[src/rtl/alu_pkg.sv]
// Shared ALU constants: widths, lookahead grouping and stage-valid encoding.
package alu_pkg;

  localparam int WIDTH_DEF = 32;
  localparam int GROUP     = 4;
  localparam int NGROUP    = WIDTH_DEF / GROUP;

  localparam logic VLD_EMPTY = 1'b0;
  localparam logic VLD_FULL  = 1'b1;

  function automatic int ngroup(input int w);
    return w / GROUP;
  endfunction

endpackage

[src/rtl/cla_add_pipe_lcu4.sv]
// 4-bit lookahead carry unit: bit carries from cin plus group propagate/generate.
module lcu4 (
  input  logic [3:0] p,
  input  logic [3:0] g,
  input  logic       cin,
  output logic [3:0] c,
  output logic       pg,
  output logic       gg
);

  assign c[0] = cin;
  assign c[1] = g[0] | (p[0] & cin);
  assign c[2] = g[1] | (p[1] & g[0]) | (p[1] & p[0] & cin);
  assign c[3] = g[2] | (p[2] & g[1]) | (p[2] & p[1] & g[0])
              | (p[2] & p[1] & p[0] & cin);

  assign pg = &p;
  assign gg = g[3] | (p[3] & g[2]) | (p[3] & p[2] & g[1])
            | (p[3] & p[2] & p[1] & g[0]);

endmodule

[src/rtl/cla_add_pipe.sv]
// Two-stage carry-lookahead add/sub with valid/ready handshake (WIDTH 16..64).
module cla_add_pipe
  import alu_pkg::*;
#(
  parameter int WIDTH = WIDTH_DEF
) (
  input  logic             clk,
  input  logic             rst,
  input  logic             in_valid,
  output logic             in_ready,
  input  logic [WIDTH-1:0] a,
  input  logic [WIDTH-1:0] b,
  input  logic             sub,
  output logic             out_valid,
  input  logic             out_ready,
  output logic [WIDTH-1:0] sum,
  output logic             cout,
  output logic             ovf,
  output logic             zero
);

  localparam int NG = ngroup(WIDTH);
  localparam int NB = NG / 4;

  logic             s1_valid;
  logic             s1_adv;
  logic [WIDTH-1:0] bx;
  logic [WIDTH-1:0] p_c;
  logic [WIDTH-1:0] g_c;
  logic [WIDTH-1:0] l1_c;
  logic [NG-1:0]    gp_c;
  logic [NG-1:0]    gg_c;

  logic [WIDTH-1:0] s1_p;
  logic [WIDTH-1:0] s1_g;
  logic             s1_cin;
  logic [NG-1:0]    s1_gp;
  logic [NG-1:0]    s1_gg;

  logic [NG-1:0]    grpc;
  logic [NB-1:0]    bp;
  logic [NB-1:0]    bg;
  logic [NB-1:0]    bc;
  logic [3:0]       tp;
  logic [3:0]       tg;
  logic [3:0]       bc4;
  logic             top_pg;
  logic             top_gg;
  logic [WIDTH-1:0] cb;
  logic [WIDTH-1:0] sum_c;
  logic             cout_c;
  logic             unused_sink;

  assign s1_adv   = (out_valid == VLD_EMPTY) || out_ready;
  assign in_ready = (s1_valid == VLD_EMPTY) || s1_adv;

  assign bx  = b ^ {WIDTH{sub}};
  assign p_c = a ^ bx;
  assign g_c = a & bx;

  for (genvar i = 0; i < NG; i++) begin : g_l1
    lcu4 u_l1 (
      .p   (p_c[GROUP*i +: GROUP]),
      .g   (g_c[GROUP*i +: GROUP]),
      .cin (1'b0),
      .c   (l1_c[GROUP*i +: GROUP]),
      .pg  (gp_c[i]),
      .gg  (gg_c[i])
    );
  end

  always_ff @(posedge clk) begin
    if (in_valid && in_ready) begin
      s1_p   <= p_c;
      s1_g   <= g_c;
      s1_cin <= sub;
      s1_gp  <= gp_c;
      s1_gg  <= gg_c;
    end
  end

  for (genvar j = 0; j < NB; j++) begin : g_l2
    lcu4 u_l2 (
      .p   (s1_gp[4*j +: 4]),
      .g   (s1_gg[4*j +: 4]),
      .cin (bc[j]),
      .c   (grpc[4*j +: 4]),
      .pg  (bp[j]),
      .gg  (bg[j])
    );
  end

  // Block P/G padded to four lanes; unused lanes never propagate.
  always_comb begin
    tp = '0;
    tg = '0;
    tp[NB-1:0] = bp;
    tg[NB-1:0] = bg;
  end

  lcu4 u_top (
    .p   (tp),
    .g   (tg),
    .cin (s1_cin),
    .c   (bc4),
    .pg  (top_pg),
    .gg  (top_gg)
  );

  assign bc = bc4[NB-1:0];

  always_comb begin
    cb = '0;
    for (int k = 0; k < NG; k++) begin
      cb[GROUP*k] = grpc[k];
      for (int j = 1; j < GROUP; j++) begin
        cb[GROUP*k+j] = s1_g[GROUP*k+j-1]
                      | (s1_p[GROUP*k+j-1] & cb[GROUP*k+j-1]);
      end
    end
  end

  assign cout_c = s1_gg[NG-1] | (s1_gp[NG-1] & grpc[NG-1]);
  assign sum_c  = s1_p ^ cb;

  assign unused_sink = ^{l1_c, bc4, top_pg, top_gg};

  always_ff @(posedge clk) begin
    if (rst) begin
      s1_valid  <= VLD_EMPTY;
      out_valid <= VLD_EMPTY;
      sum       <= '0;
      cout      <= 1'b0;
      ovf       <= 1'b0;
      zero      <= 1'b0;
    end else begin
      if (in_ready)
        s1_valid <= in_valid;
      if (s1_adv)
        out_valid <= s1_valid;
      if (s1_adv && s1_valid) begin
        sum  <= sum_c;
        cout <= cout_c;
        ovf  <= cb[WIDTH-1] ^ cout_c;
        zero <= ~|sum_c;
      end
    end
  end

endmodule

[config.mk]
export PLATFORM = sky130hd
export DESIGN_NAME = cla_add_pipe
export DESIGN_NICKNAME = d
export VERILOG_FILES = /design/src/rtl/alu_pkg.sv /design/src/rtl/cla_add_pipe_lcu4.sv /design/src/rtl/cla_add_pipe.sv
export SDC_FILE = /design/constraint.sdc
export NUM_CORES = 1
export LEC_CHECK = 0
export ABC_CLOCK_PERIOD_IN_PS = 4400
export BUFFER_PORTS_ARGS = -buffer_cell sky130_fd_sc_hd__buf_2
export CAP_MARGIN = 30
export CORE_UTILIZATION = 32
export CTS_CLUSTER_DIAMETER = 80
export DETAILED_ROUTE_END_ITERATION = 12
export PLACE_DENSITY = 0.62
export SETUP_SLACK_MARGIN = 0.5
export SKIP_CTS_REPAIR_TIMING = 1
export SYNTH_ARGS = -nofsm -noshare
export SYNTH_HDL_FRONTEND = slang
export SYNTH_HIERARCHICAL = 1
export SYNTH_SLANG_ARGS = --single-unit
[constraint.sdc]
create_clock -name clk -period 4.4 [get_ports clk]
set_clock_uncertainty 0.2 [all_clocks]
set_input_delay 0.22 -clock clk [delete_from_list [all_inputs] [get_ports clk]]
set_output_delay 0.22 -clock clk [all_outputs]
set_load 0.005 [all_outputs]
==> qor.yml <==
r2r_end: "zero$_SDFFE_PP0P_"
p_per_area_nw_per_um2: 394
grt-ovfl-total: 0
worstSetupEndpointType: "register"
syn_inst: 428
outcome: "finished clean"
crit_path_max_fanout: 4
tns_ps: 0
dr.pass1.iters: 4
power_w: 0.00244
place_congestion: 0.822
hold_end: "s1_p[24]$_DFFE_PP_"
track_usage: 0.141
cts_tree: "done"
min-delay-start: "a[24]"
hold_violations: 0
final.fill_count: 1477
ir_drop_mv: 0.206
clk_pin_slew_ps: 70
die_h_um: 128
clock_sinks: 110
fin_crit_sh: 0.852
ant_nets: 0
syn_nets: 553
antenna_found_initial: 0
reg2reg_slack_ps: 650
use_met2: 0.240
holdPathStages: 2
clockRootBuffer: "clkbuf_16"
clk_latency_ps: 340
critPathLaunch: "s1_gp[1]$_DFFE_PP_"
grt_first_pass_wirelength_um: 17300
io-pin-count: 106
dpl.hpwl_um: 8470
start_util: 0.333
placed_area_um2: 5830
grt_pass1_vias: 3404
grt_use_met1: 0.177
cap_viol_max_count: 0
syn_area_per_cell_um2: 11.9
clk_path_buf_depth: 2
cts_max_level: 3
rr_worst_depth: 14
numCtsBuffers: 9
layout_setup_ws_ps: 653
hp-class: "in -> reg"
place_ws_ps: 670
worstPathRequired_ps: 4460
dieArea_um2: 16500
rsz0062_at_grt: "no"
viasPerCell: 4.65
io_buffers: 105
stdcell_area_um2: 6200
diodes: 0
gr-usage-met3: 0.0328
drt_iter0_drc: 126
finalSetupViolCount: 0
die_x_um: 128
fp.coreArea_um2: 15400
grt_max_degree: 46
worst_pin_slew_ps: 740
max_freq_mhz: 267
cp-start-kind: "register"
area_growth_pct: 21.3
nets: 658
drv_slew: 0
drive_gt1_frac: 0.273
wl_um: 11200
top_usage_layer: "met2"
drc: 0
min_period_ps: 3750
r2r_start: "s1_gp[1]$_DFFE_PP_"
ys_warn_count: 6
p_leak_nw: 2.60
synth_area_um2: 5110
rows: 45
crit_type: "reg -> reg"
slew_headroom: 0.506
arrival_ps: 3810
wl_per_cell_um: 15.0
via_count: 3480
registers in the layout, summed over array words and instances, names as in the netlist:
name / cells
sum: 32
ovf: 1
s1_gg: 8
out_valid: 1
s1_cin: 1
zero: 1
s1_valid: 1
s1_g: 24
cout: 1
s1_p: 32
s1_gp: 8
critical path, stage by stage, from the launching register on:
cell and delay, ps:
edfxtp_1 450, a21oi_2 160, o21ai_1 80, a21o_1 180, a21o_1 230, buf_4 150, ha_1 160, or2_2 270
ha_1 170, or2_2 280, ha_1 310, nor4_2 210, nand4_1 130, or4_1 510, o31ai_1 180
worst max-delay path by stage:
stage                              to  cells after the start
CTS                 zero$_SDFFE_PP0P_                     14
global placement    zero$_SDFFE_PP0P_                     14
global route        zero$_SDFFE_PP0P_                     14
floorplan           zero$_SDFFE_PP0P_                     12
detailed placement  zero$_SDFFE_PP0P_                     14
finish              zero$_SDFFE_PP0P_                     14
area by class of cell:
type	count	area [µm²]	share of cell area
clock buffer	11	243	0.0391
clock inverter	5	25.0	0.00404
multi-input combinational	299	2130	0.343
sequential	110	2930	0.473
tap	211	264	0.0426
timing repair buffer	113	611	0.0985
where the power goes:
group | switching [W] | internal [W]
Clock | 0.000349 | 0.000394
Combinational | 0.000243 | 0.000199
Sequential | 0.0000412 | 0.00121
metrics by stage:
stage	hold slack (ps)	util	instances
2_1_floorplan	119	-	428
3_3_place_gp	240	0.379	727
3_5_place_dp	245	0.379	727
4_1_cts	-106	0.396	743
5_1_grt	7.47	0.403	749
6_report	12.9	0.403	749
routing by layer:
layer / vias to the layer above / share of wire
met1: 1657 / 0.45
li1: 1735 / -
met2: 77 / 0.49
met5: - / 0
met4: 0 / 0.014
met3: 11 / 0.046
cells in the final DEF (no fill, tap or decap), drive strengths merged, types with 9 or more instances in the layout:
cell,n
buf,111
nand2,75
edfxtp,73
ha,56
a21oi,52
dfxtp,37
xor2,32
or2,16
nor2,14
clkbuf,11
xnor2,9
and4,9
o21ai,9
No activity file was read; power rests on OpenSTA's default activity.
